`config.mk`:
```
export PLATFORM = sky130hd
export DESIGN_NAME = ddr_request_arbiter
export DESIGN_NICKNAME = d
export VERILOG_FILES = /design/src/rtl/ddr_request_arbiter.sv
export SDC_FILE = /design/constraint.sdc
export NUM_CORES = 1
export LEC_CHECK = 0
export ABC_AREA = 0
export ABC_CLOCK_PERIOD_IN_PS = 4300
export CORE_ASPECT_RATIO = 0.7
export CORE_UTILIZATION = 41
export CTS_BUF_LIST = sky130_fd_sc_hd__clkbuf_4 sky130_fd_sc_hd__clkbuf_8
export DETAILED_ROUTE_END_ITERATION = 10
export PLACE_DENSITY_LB_ADDON = 0.05
export REMOVE_ABC_BUFFERS = 1
export SYNTH_ARGS = -nofsm -noshare
export SYNTH_HDL_FRONTEND = slang
export SYNTH_SLANG_ARGS = --single-unit
```
`constraint.sdc`:
```
create_clock -name clk133_p -period 4.3 [get_ports clk133_p]
set_clock_uncertainty 0.1 [all_clocks]
set_input_delay 0.645 -clock clk133_p [delete_from_list [all_inputs] [get_ports clk133_p]]
set_output_delay 0.645 -clock clk133_p [all_outputs]
set_load 0.02 [all_outputs]
```
`src/rtl/ddr_request_arbiter.sv`:
```
// ---------------------------------------------------------------------------
// ddr_request_arbiter
//   Front-end request arbiter for the Ddr controller (clk133_p domain).
//   It merges video read requests (vid) and graphics write requests (gfx)
//   into one Ddr command stream. Video has priority. Graphics cannot starve:
//   after MAX_STREAK video grants in a row while gfx waits, gfx wins the next
//   slot. The block counts read bursts that have been issued but not yet
//   returned, and passes returned read data back to the video port.
//
// Ports
//   clk133_p    in   single clock, rising edge
//   rst         in   asynchronous, active-high reset
//   vid_req     in   read request, held with vid_addr until vid_ack
//   vid_addr    in   read burst address {row, bank, col}, col[0]=0
//   vid_ack     out  read request accepted (combinational)
//   vid_rvalid  out  one-cycle pulse, vid_rdata valid
//   vid_rdata   out  returned read burst (holds between pulses)
//   gfx_req     in   write request, held with gfx_addr/gfx_wdata until gfx_ack
//   gfx_addr    in   write burst address
//   gfx_wdata   in   write burst data (beat0 in [15:0])
//   gfx_ack     out  write request accepted (combinational)
//   cmd_valid   out  command to Ddr valid
//   cmd_write   out  1 = write, 0 = read
//   cmd_addr    out  command address
//   cmd_wdata   out  write data (zero for reads)
//   cmd_ready   in   Ddr accepts the command this cycle
//   rd_valid    in   Ddr read burst return, in issue order
//   rd_data     in   Ddr read burst data
//   rd_err      out  sticky: a read return arrived with nothing outstanding
// ---------------------------------------------------------------------------
module ddr_request_arbiter #(
   parameter int ADDR_W          = 25,
   parameter int DATA_W          = 32,
   parameter int MAX_STREAK      = 4,
   parameter int MAX_OUTSTANDING = 4
) (
   input  logic              clk133_p,
   input  logic              rst,
   input  logic              vid_req,
   input  logic [ADDR_W-1:0] vid_addr,
   output logic              vid_ack,
   output logic              vid_rvalid,
   output logic [DATA_W-1:0] vid_rdata,
   input  logic              gfx_req,
   input  logic [ADDR_W-1:0] gfx_addr,
   input  logic [DATA_W-1:0] gfx_wdata,
   output logic              gfx_ack,
   output logic              cmd_valid,
   output logic              cmd_write,
   output logic [ADDR_W-1:0] cmd_addr,
   output logic [DATA_W-1:0] cmd_wdata,
   input  logic              cmd_ready,
   input  logic              rd_valid,
   input  logic [DATA_W-1:0] rd_data,
   output logic              rd_err
);

   localparam int CNT_W = $clog2(MAX_OUTSTANDING + 1);
   localparam int STK_W = $clog2(MAX_STREAK + 1);

   localparam logic [CNT_W-1:0] OUT_MAX = CNT_W'(MAX_OUTSTANDING);
   localparam logic [CNT_W-1:0] CNT_ONE = CNT_W'(1);
   localparam logic [CNT_W-1:0] CNT_ZERO = CNT_W'(0);
   localparam logic [STK_W-1:0] STK_MAX = STK_W'(MAX_STREAK);
   localparam logic [STK_W-1:0] STK_ONE = STK_W'(1);
   localparam logic [STK_W-1:0] STK_ZERO = STK_W'(0);

   localparam logic [0:0] S_IDLE  = 1'b0;
   localparam logic [0:0] S_ISSUE = 1'b1;

   localparam logic GNT_VID = 1'b0;
   localparam logic GNT_GFX = 1'b1;

   logic [0:0]        state_q, state_d;
   logic              grant_q, grant_d;
   logic              cmd_valid_q, cmd_valid_d;
   logic              cmd_write_q, cmd_write_d;
   logic [ADDR_W-1:0] cmd_addr_q, cmd_addr_d;
   logic [DATA_W-1:0] cmd_wdata_q, cmd_wdata_d;
   logic [STK_W-1:0]  streak_q, streak_d;
   logic [CNT_W-1:0]  outst_q, outst_d;
   logic              rd_err_q, rd_err_d;
   logic              vid_rvalid_q, vid_rvalid_d;
   logic [DATA_W-1:0] vid_rdata_q, vid_rdata_d;

   logic elig_vid_s, elig_gfx_s, pick_gfx_s, pick_vid_s, handshake_s, read_hs_s;

   // Arbitration terms: video is held off once the read-return window is full.
   always_comb begin
      elig_vid_s  = vid_req & (outst_q < OUT_MAX);
      elig_gfx_s  = gfx_req;
      pick_gfx_s  = elig_gfx_s & (~elig_vid_s | (streak_q == STK_MAX));
      pick_vid_s  = elig_vid_s & ~pick_gfx_s;
      handshake_s = cmd_valid_q & cmd_ready;
      read_hs_s   = handshake_s & ~cmd_write_q;
   end

   assign vid_ack = handshake_s & (grant_q == GNT_VID);
   assign gfx_ack = handshake_s & (grant_q == GNT_GFX);

   // Command FSM: latch the winner in IDLE, hold it in ISSUE until accepted.
   always_comb begin
      state_d     = state_q;
      grant_d     = grant_q;
      cmd_valid_d = cmd_valid_q;
      cmd_write_d = cmd_write_q;
      cmd_addr_d  = cmd_addr_q;
      cmd_wdata_d = cmd_wdata_q;
      streak_d    = streak_q;
      case (state_q)
         S_IDLE: begin
            if (pick_gfx_s) begin
               grant_d     = GNT_GFX;
               cmd_valid_d = 1'b1;
               cmd_write_d = 1'b1;
               cmd_addr_d  = gfx_addr;
               cmd_wdata_d = gfx_wdata;
               state_d     = S_ISSUE;
            end else if (pick_vid_s) begin
               grant_d     = GNT_VID;
               cmd_valid_d = 1'b1;
               cmd_write_d = 1'b0;
               cmd_addr_d  = vid_addr;
               cmd_wdata_d = {DATA_W{1'b0}};
               state_d     = S_ISSUE;
            end else begin
               state_d = S_IDLE;
            end
            // The streak only counts video wins that actually made gfx wait.
            if (!gfx_req || pick_gfx_s) begin
               streak_d = STK_ZERO;
            end else if (pick_vid_s && (streak_q != STK_MAX)) begin
               streak_d = streak_q + STK_ONE;
            end else begin
               streak_d = streak_q;
            end
         end
         S_ISSUE: begin
            if (handshake_s) begin
               cmd_valid_d = 1'b0;
               state_d     = S_IDLE;
            end else begin
               state_d = S_ISSUE;
            end
         end
         default: begin
            cmd_valid_d = 1'b0;
            state_d     = S_IDLE;
         end
      endcase
   end

   // Outstanding-read bookkeeping, error flag and return-data path.
   always_comb begin
      outst_d = outst_q;
      if (read_hs_s && !rd_valid) begin
         outst_d = outst_q + CNT_ONE;
      end else if (!read_hs_s && rd_valid && (outst_q != CNT_ZERO)) begin
         outst_d = outst_q - CNT_ONE;
      end else begin
         outst_d = outst_q;
      end
      rd_err_d     = rd_err_q | (rd_valid & (outst_q == CNT_ZERO));
      vid_rvalid_d = rd_valid;
      if (rd_valid) begin
         vid_rdata_d = rd_data;
      end else begin
         vid_rdata_d = vid_rdata_q;
      end
   end

   // State registers; reset drops any in-flight command immediately.
   always_ff @(posedge clk133_p or posedge rst) begin
      if (rst) begin
         state_q      <= S_IDLE;
         grant_q      <= GNT_VID;
         cmd_valid_q  <= 1'b0;
         cmd_write_q  <= 1'b0;
         cmd_addr_q   <= {ADDR_W{1'b0}};
         cmd_wdata_q  <= {DATA_W{1'b0}};
         streak_q     <= STK_ZERO;
         outst_q      <= CNT_ZERO;
         rd_err_q     <= 1'b0;
         vid_rvalid_q <= 1'b0;
         vid_rdata_q  <= {DATA_W{1'b0}};
      end else begin
         state_q      <= state_d;
         grant_q      <= grant_d;
         cmd_valid_q  <= cmd_valid_d;
         cmd_write_q  <= cmd_write_d;
         cmd_addr_q   <= cmd_addr_d;
         cmd_wdata_q  <= cmd_wdata_d;
         streak_q     <= streak_d;
         outst_q      <= outst_d;
         rd_err_q     <= rd_err_d;
         vid_rvalid_q <= vid_rvalid_d;
         vid_rdata_q  <= vid_rdata_d;
      end
   end

   assign cmd_valid  = cmd_valid_q;
   assign cmd_write  = cmd_write_q;
   assign cmd_addr   = cmd_addr_q;
   assign cmd_wdata  = cmd_wdata_q;
   assign rd_err     = rd_err_q;
   assign vid_rvalid = vid_rvalid_q;
   assign vid_rdata  = vid_rdata_q;

endmodule

```
Yosys cells after proc, flatten, opt, wreduce, memory -nomap -nowiden
Cells that the tools add are included.
{"block": "classes", "mux": 18, "eq_ne": 4, "n_addsub": 3, "n_reduce_logical": 16, "bitwise_logic": 13, "order_cmp": 1}
{"op": "2-to-1 mux 32 bit", "n": 2}
{"op": "2-to-1 mux 25 bit", "n": 2}
{"op": "2-to-1 mux 3 bit", "n": 4}
{"op": "2-to-1 mux 1 bit", "n": 8}
{"op": "AND 1 bit", "n": 7}
{"op": "adder 3 x 1 -> 3 bit, second input constant", "n": 2}
{"op": "!= test 3 bit, second input constant", "n": 2}
{"op": "AND reduction 2 bit", "n": 3}
{"op": "nonzero test 2 bit", "n": 3}
{"op": "logical AND 1 bit", "n": 4}
{"op": "NOT 1 bit", "n": 4}
{"op": "one-hot mux 1 bit (2 select lines)", "n": 2}
{"op": "== test 3 bit, second input constant", "n": 1}
{"op": "zero test 1 bit", "n": 3}
{"op": "zero test 3 bit", "n": 1}
{"op": "< comparator 3 bit, second input constant", "n": 1}
{"op": "nonzero test 3 bit", "n": 1}
{"op": "subtractor 3 x 1 -> 3 bit, second input constant", "n": 1}
{"op": "!= test 2 x 1 -> 1 bit, second input constant", "n": 1}
{"op": "OR 1 bit", "n": 2}
{"op": "logical OR 1 bit", "n": 1}
{"block": "totals", "wordCells": 65, "reg_bits": 100, "out_inout_bits": 95, "input_bits": 120}

Logic depth before layout (Yosys ltp)
Gate-level depths: netlist of the first run.
{"block": "depth", "word_depth": 10, "mapped_depth": 8}

Worst setup path after synthesis of the first run
Ideal clock, no wire load.
{"block": "synth_timing", "path_type": "input to register", "start": "in rd_valid", "end": "reg outst_q[2]", "setup_time_ns": 0.067, "slack_ns": 2.033, "cell_stages": 6, "arrival_time_ns": 2.100, "required_time_ns": 4.133, "cell_sequence": "clkbuf_1 -> clkbuf_1 -> or2_2 -> fa_1 -> nor4_1 -> a221o_1"}
{"block": "synth_between", "elab_chain_len": 3, "elab_cells_between_ends": 6, "classes_between": "mux (1); reduce/logical (5)"}
{"element": "from (decl)", "line_no": "53", "text": "input logic rd_valid,"}
{"element": "zero test 1 bit or logical AND 1 bit (tied branches)", "line_no": "156, 158"}
{"element": "logical AND 1 bit (on tied branches)", "line_no": "156, 158"}
{"element": "2-to-1 mux 3 bit or nonzero test 2 bit (tied branches)"}
{"element": "to (signal assigned)", "line_no": "194", "text": "outst_q <= outst_d;"}
{"element": "to (decl)", "line_no": "81", "text": "logic [CNT_W-1:0] outst_q, outst_d;"}
Several ways; a longest one is shown, not always the timed one.
A chain may end at the register's enable or synchronous reset.

Worst setup path after layout of the first run
{"block": "layout_timing", "start": "in cmd_ready", "end": "out vid_ack"}
{"block": "layout_between", "elab_chain_len": 2}
{"element": "from (decl)", "line_no": "52", "text": "input logic cmd_ready,"}
{"element": "AND 1 bit", "line_no": "94", "text": "handshake_s = cmd_valid_q & cmd_ready;"}
{"element": "AND 1 bit", "line_no": "98", "text": "assign vid_ack = handshake_s & (grant_q == GNT_VID);"}
{"element": "to (decl)", "line_no": "41", "text": "output logic vid_ack,"}
No other way between the ends.

==> run_summary.xml, run 1 <==
<?xml version="1.0" encoding="UTF-8"?>
<metrics>
  <group name="outcome">
    <metric name="outcome" unit="">completed</metric>
  </group>
  <group name="power">
    <metric name="peakVddDrop" unit="µV">353</metric>
    <metric name="cellPowerDensity" unit="nW/µm²">608</metric>
    <metric name="total_power" unit="mW">3.99</metric>
    <metric name="power.static_leakage" unit="nW">2.85</metric>
  </group>
  <group name="worst_setup_path">
    <metric name="worst-endpoint-arrival" unit="ns">2.15</metric>
    <metric name="worst_ep_required_time" unit="ns">3.56</metric>
    <metric name="element_type_at_the_critical_path_end" unit="">primary output</metric>
    <metric name="worstPathMaxFanout" unit="">8</metric>
    <metric name="worst_path_max_delay_cell" unit="">clkdlybuf4s50_1</metric>
    <metric name="critical-path-max-stage-delay" unit="ns">0.62</metric>
    <metric name="cpMostUsedCell" unit="">clkdlybuf4s50_1</metric>
    <metric name="setup.worst_path.start_class" unit="">input port</metric>
    <metric name="critPathKind" unit="">in -&gt; out</metric>
    <metric name="cp_cell_sequence" unit="">clkdlybuf4s50_1, nand3b_2, inv_1, clkdlybuf4s50_1</metric>
  </group>
  <group name="clock_network">
    <metric name="total_cts_buffers" unit="">9</metric>
    <metric name="htree_num_levels" unit="">3</metric>
    <metric name="post-cts-setup-buffer-count" unit="">0</metric>
    <metric name="tritoncts" unit="">yes</metric>
    <metric name="clock-root-buffer" unit="">clkbuf_8</metric>
    <metric name="max-clock-path-buffers" unit="">2</metric>
    <metric name="clock_transition_at_the_registers_of_the_reported_paths" unit="ns">0.09</metric>
    <metric name="cts.repair.resized" unit="">0</metric>
    <metric name="clock_sink_total" unit="">100</metric>
    <metric name="postCtsHoldBufs" unit="">0</metric>
    <metric name="worst_skew_pair.late_latency" unit="ns">0.36</metric>
  </group>
  <group name="yosys">
    <metric name="synth_flop_cell" unit="">dfrtp_1</metric>
    <metric name="cell_area_after_synthesis" unit="µm²">4110</metric>
    <metric name="share_of_the_synthesized_area_in_the_top_cell_type" unit="%">60.9</metric>
    <metric name="yosysUniqueCellTypes" unit="">38</metric>
    <metric name="yosys_warnings" unit="">0</metric>
    <metric name="yosysMostFrequentCell" unit="">dfrtp_1</metric>
    <metric name="ys_seq_area_share" unit="%">60.9</metric>
    <metric name="postSynth.asyncResetShare" unit="%">100</metric>
    <metric name="synthTopCellsByCount" unit="">dfrtp_1, a22o_1, mux2_2</metric>
    <metric name="postSynthRegisterBits" unit="">100</metric>
    <metric name="netlist_instances" unit="">316</metric>
    <metric name="synth_area_leaders" unit="">dfrtp_1, mux2_2, a22o_1, mux2i_1, a21oi_1</metric>
    <metric name="post-synth-top-area-cell" unit="">dfrtp_1</metric>
    <metric name="number_of_synthesized_flops_with_an_enable_pin" unit="">0</metric>
    <metric name="synthesis.area_per_instance" unit="µm²">13.0</metric>
  </group>
  <group name="placed_design">
    <metric name="place_worst_setup_slack" unit="ns">1.42</metric>
    <metric name="place.detailed.hpwl" unit="µm">7840</metric>
    <metric name="io_buffer_count" unit="">214</metric>
    <metric name="gp_congestion" unit="">0.785</metric>
  </group>
  <group name="floorplanning">
    <metric name="initial_utilization" unit="%">42.3</metric>
    <metric name="design.portCount" unit="">215</metric>
    <metric name="core_area" unit="µm²">9720</metric>
    <metric name="die_h" unit="µm">85.8</metric>
    <metric name="chipWidth" unit="µm">122</metric>
    <metric name="design.die.area" unit="µm²">10400</metric>
    <metric name="num_rows" unit="">30</metric>
  </group>
  <group name="global_route">
    <metric name="grt_max_degree" unit="">76</metric>
    <metric name="grt_pass1_vias" unit="">3247</metric>
    <metric name="global_route_wire_length_before_repair" unit="µm">16400</metric>
    <metric name="number_of_antenna_violations_at_the_first_check_in_global_routing" unit="">0</metric>
    <metric name="track_usage" unit="%">21.0</metric>
    <metric name="grt_overflow" unit="">0</metric>
  </group>
  <group name="min_path">
    <metric name="hold_class" unit="">reg -&gt; reg</metric>
  </group>
  <group name="routing">
    <metric name="num_vias" unit="">3199</metric>
    <metric name="dr.pass1.iters" unit="">4</metric>
    <metric name="drt_total_wl" unit="µm">10500</metric>
    <metric name="post-route-drc-count" unit="">0</metric>
    <metric name="detail_route.iter0.violations" unit="">84</metric>
    <metric name="wire_per_inst" unit="µm">15.9</metric>
    <metric name="antenna_violating_nets_post_route" unit="">0</metric>
    <metric name="routed_via_density" unit="">4.86</metric>
  </group>
  <group name="layout">
    <metric name="design.final.nets" unit="">648</metric>
    <metric name="filler_cell_count" unit="">734</metric>
    <metric name="insertedDiodeCount" unit="">0</metric>
    <metric name="syn_to_final_growth" unit="%">59.6</metric>
    <metric name="sequential_cell_area" unit="µm²">2500</metric>
    <metric name="final_layout_size_suffix_gt1_share" unit="%">11.9</metric>
    <metric name="multi_input_comb_area" unit="µm²">1470</metric>
  </group>
  <group name="timing">
    <metric name="setup_violations" unit="">0</metric>
    <metric name="final.min_clock_period" unit="ns">2.89</metric>
    <metric name="pins_over_their_slew_limit" unit="">0</metric>
    <metric name="grt_setup_unrepaired" unit="">false</metric>
    <metric name="slew_limit_headroom" unit="%">23.0</metric>
    <metric name="report.final.hold_viol_count" unit="">0</metric>
    <metric name="transition_at_the_pin_with_the_smallest_max_transition_slack" unit="ns">1.15</metric>
    <metric name="fmax" unit="MHz">346</metric>
    <metric name="setup_total_negative_slack" unit="ns">0</metric>
    <metric name="post-route-period-util" unit="%">67.3</metric>
    <metric name="timing.final.ws_setup" unit="ns">1.41</metric>
  </group>
  <group name="run">
    <metric name="cap_viol_max_count" unit="">0</metric>
  </group>
</metrics>
[critical path, delay by kind of cell]
kind / cells / cell delay [ns]
buffers and inverters: 3 / 1.32
and+or+nand+nor: 1 / 0.18
[where the power goes]
| part | switching, mW | internal (mW) |
|---|---|---|
| clock network | 0.310 | 0.373 |
| logic | 0.881 | 0.926 |
| registers | 0.230 | 1.27 |
[final cells by class]
| type | count | area share (%) |
|---|---|---|
| sequential | 100 | 38.1 |
| clock inverter | 4 | 1.07 |
| clock buffer | 12 | 2.52 |
| inverter | 7 | 0.439 |
| tap | 128 | 2.44 |
| multi-input combinational | 189 | 22.4 |
| timing repair buffer | 218 | 33.0 |
[stage by stage]
step / instance area, µm² / instances / hold slack [ns] / util [%]
after floorplan: 3980 / 296 / 0.378 / -
after detailed placement: 6320 / 642 / 0.361 / 65.1
after global placement: 6320 / 642 / 0.356 / 65.1
final: 6560 / 658 / 0.382 / 67.5
after CTS: 6560 / 658 / 0.382 / 67.5
after global routing: 6560 / 658 / 0.400 / 67.5
[cells by family (layout without fill, tap and decap cells)]
logic type	count (synthesis)	after routing	synth area share [%]
fa+ha+maj	3	3	1.10
flops	100	100	60.9
mux	58	58	15.1
xor+xnor	1	1	0.213
simple gates	53	53	6.12
compound gates	74	74	12.7
buf+inv	27	241	3.90
[metal layers]
metal  up-vias  routed length [µm]  GRT usage (%)
li1       1540                   -              -
met1      1538                4330           25.5
met3        13                 775           7.65
met5         -                   0              0
met4         0                 145           6.85
met2       108                5210           34.8
[flip-flops by register name, indices dropped and copies added (netlist names)]
signal,flops
vid_rdata,32
streak_q,3
state_q,1
vid_rvalid,1
cmd_valid,1
cmd_wdata,32
cmd_write,1
cmd_addr,25
outst_q,3
rd_err,1
[cell usage in the layout, fill, tap and decap left out, types with 4 or more instances in the layout]
master             n
clkdlybuf4s50_1  213
dfrtp_1          100
mux2_2            32
a22o_1            32
nor2_1            31
a21oi_1           27
mux2i_1           26
clkbuf_8          12
nand2_1            7
inv_1              6
buf_4              4
[path summary, 6_finish.rpt]
kind / startpoint / endpoint / cells after the start / slack [ns]
setup reg to reg: streak_q[0] / cmd_wdata[15] / 7 / 2.09
min in group asynchronous: rst / vid_rdata[26] / 2 / 0.72
hold / removal: rd_err / rd_err / 1 / 0.38
setup / recovery: cmd_ready / vid_ack / 4 / 1.41
hold reg to reg: rd_err / rd_err / 1 / 0.38
max in group asynchronous: rst / vid_rdata[29] / 3 / 2.62
(Power assumes the default switching activity.)
==> run 2: changes to the inputs <==
Settings changed: ABC_CLOCK_PERIOD_IN_PS 4300 to 2500, CORE_UTILIZATION 41 to 37.
Clock period 4.3 ns to 2.5 ns, I/O delays scaled along.
==> run 2 against run 1 <==
  * Total power up 68%
  * Global-route usage down 2.4 points
  * Sequential share of layout area down 0.17 points
  * Critical path depth down 1
  * Worst setup slack worse by 1.3 ns
  * Utilization down 5.3 points
  * Highest routed layer unchanged
  * Combinational power up 73%
==> run_summary.xml, run 2 (synthesized netlist as in run 1, its figures left out) <==
<?xml version="1.0" encoding="UTF-8"?>
<metrics>
  <group name="routing">
    <metric name="antenna_violating_nets_post_route" unit="">0</metric>
    <metric name="dr.pass1.iters" unit="">4</metric>
    <metric name="post-route-drc-count" unit="">0</metric>
    <metric name="detail_route.iter0.violations" unit="">96</metric>
    <metric name="drt_total_wl" unit="µm">10400</metric>
    <metric name="num_vias" unit="">3224</metric>
    <metric name="routed_via_density" unit="">4.73</metric>
    <metric name="wire_per_inst" unit="µm">15.2</metric>
  </group>
  <group name="global_route">
    <metric name="number_of_antenna_violations_at_the_first_check_in_global_routing" unit="">0</metric>
    <metric name="grt_pass1_vias" unit="">3183</metric>
    <metric name="grt_max_degree" unit="">43</metric>
    <metric name="grt_overflow" unit="">0</metric>
    <metric name="global_route_wire_length_before_repair" unit="µm">16500</metric>
    <metric name="track_usage" unit="%">18.6</metric>
  </group>
  <group name="timing">
    <metric name="transition_at_the_pin_with_the_smallest_max_transition_slack" unit="ns">0.801</metric>
    <metric name="pins_over_their_slew_limit" unit="">0</metric>
    <metric name="final.min_clock_period" unit="ns">2.37</metric>
    <metric name="setup_total_negative_slack" unit="ns">0</metric>
    <metric name="timing.final.ws_setup" unit="ns">0.132</metric>
    <metric name="fmax" unit="MHz">422</metric>
    <metric name="setup_violations" unit="">0</metric>
    <metric name="report.final.hold_viol_count" unit="">0</metric>
    <metric name="post-route-period-util" unit="%">94.7</metric>
    <metric name="grt_setup_unrepaired" unit="">false</metric>
    <metric name="slew_limit_headroom" unit="%">46.4</metric>
  </group>
  <group name="power">
    <metric name="power.static_leakage" unit="nW">2.84</metric>
    <metric name="peakVddDrop" unit="µV">607</metric>
    <metric name="total_power" unit="mW">6.69</metric>
    <metric name="cellPowerDensity" unit="nW/µm²">1020</metric>
  </group>
  <group name="clock_network">
    <metric name="total_cts_buffers" unit="">9</metric>
    <metric name="clock_transition_at_the_registers_of_the_reported_paths" unit="ns">0.09</metric>
    <metric name="max-clock-path-buffers" unit="">2</metric>
    <metric name="cts.repair.resized" unit="">0</metric>
    <metric name="tritoncts" unit="">yes</metric>
    <metric name="clock_sink_total" unit="">100</metric>
    <metric name="clock-root-buffer" unit="">clkbuf_8</metric>
    <metric name="htree_num_levels" unit="">3</metric>
    <metric name="postCtsHoldBufs" unit="">0</metric>
    <metric name="post-cts-setup-buffer-count" unit="">0</metric>
    <metric name="worst_skew_pair.late_latency" unit="ns">0.36</metric>
  </group>
  <group name="min_path">
    <metric name="hold_class" unit="">in -&gt; async</metric>
  </group>
  <group name="worst_setup_path">
    <metric name="critPathKind" unit="">reg -&gt; out</metric>
    <metric name="worst_ep_required_time" unit="ns">2.03</metric>
    <metric name="setup.worst_path.start_class" unit="">flip-flop</metric>
    <metric name="element_type_at_the_critical_path_end" unit="">primary output</metric>
    <metric name="r2r-start" unit="">cmd_write</metric>
    <metric name="worst-endpoint-arrival" unit="ns">1.89</metric>
    <metric name="crit_start" unit="">cmd_write</metric>
    <metric name="worstPathMaxFanout" unit="">8</metric>
    <metric name="critical_path.reg2reg.endpoint" unit="">outst_q[2]</metric>
    <metric name="reg2reg_depth" unit="">5</metric>
    <metric name="reg2reg_setup_slack" unit="ns">0.37</metric>
  </group>
  <group name="floorplanning">
    <metric name="initial_utilization" unit="%">38.8</metric>
    <metric name="design.die.area" unit="µm²">11500</metric>
    <metric name="core_area" unit="µm²">10600</metric>
    <metric name="design.portCount" unit="">215</metric>
    <metric name="die_h" unit="µm">90.2</metric>
    <metric name="chipWidth" unit="µm">128</metric>
    <metric name="num_rows" unit="">31</metric>
  </group>
  <group name="placed_design">
    <metric name="place.detailed.hpwl" unit="µm">7780</metric>
    <metric name="gp_congestion" unit="">0.761</metric>
    <metric name="place_worst_setup_slack" unit="ns">0.0616</metric>
    <metric name="placedCellCount" unit="">665</metric>
    <metric name="io_buffer_count" unit="">214</metric>
  </group>
  <group name="layout">
    <metric name="final_layout_size_suffix_gt1_share" unit="%">12.4</metric>
    <metric name="finalCoreUtilization" unit="%">62.2</metric>
    <metric name="design.final.nets" unit="">651</metric>
    <metric name="layout_commonest_cell" unit="">clkdlybuf4s50_1</metric>
    <metric name="syn_to_final_growth" unit="%">60.3</metric>
    <metric name="mostFrequentLayoutCells" unit="">clkdlybuf4s50_1, dfrtp_1, mux2_2, a22o_1, nor2_1</metric>
    <metric name="insertedDiodeCount" unit="">0</metric>
    <metric name="final_cells" unit="">681</metric>
  </group>
  <group name="run">
    <metric name="cap_viol_max_count" unit="">0</metric>
  </group>
  <group name="outcome">
    <metric name="outcome" unit="">completed</metric>
  </group>
</metrics>
[run 2: critical path, cell delays in order (launching register included)]
cell and delay [ns]:
dfrtp_1 0.42, nand3b_2 0.32, inv_1 0.18, clkdlybuf4s50_1 0.62
[run 2: worst max path at each step]
| stage | end | cells after the start |
|---|---|---|
| final | vid_ack | 3 |
| after global routing | vid_ack | 3 |
| after CTS | vid_ack | 3 |
| after detailed placement | outst_q[2] | 6 |
| after global placement | outst_q[2] | 6 |
| after floorplan | cmd_addr[0] | 1 |
[run 2: final cells by class]
cell class                      instances  area (µm²)
Fill cell                             872        4000
Sequential cell                       100        2500
Timing Repair Buffer                  221        2210
Multi-Input combinational cell        189        1470
Tap cell                              148         185
Clock buffer                            9         124
Clock inverter                          7        67.6
Inverter                                7        28.8
[run 2: routing by layer]
metal | vias to the layer above | track usage (%) | part of all wire, %
met3 | 8 | 7.14 | 7.6
met4 | 0 | 5.69 | 0.86
met5 | - | 0 | 0
li1 | 1544 | - | -
met2 | 95 | 29.5 | 49
met1 | 1577 | 23.4 | 42
[run 2: power breakdown]
| part | total, mW | internal (mW) | switching, mW |
|---|---|---|---|
| registers | 2.55 | 2.18 | 0.375 |
| clock network | 1.01 | 0.457 | 0.550 |
| logic | 3.13 | 1.61 | 1.51 |
[run 2: metrics by stage]
step	hold WS (ns)	instance area, µm²
final	0.251	6590
after global routing	0.299	6590
after CTS	0.247	6590
after detailed placement	0.367	6400
after global placement	0.360	6400
after floorplan	0.306	3980
==> run 3: changes to the inputs <==
Settings changed: ABC_AREA 0 to unset, CTS_BUF_LIST sky130_fd_sc_hd__clkbuf_4 sky130_fd_sc_hd__clkbuf_8 to sky130_fd_sc_hd__clkbuf_8.
==> results of run 3 <==
Final layout, timing and power as in run 2 (identical DEF).
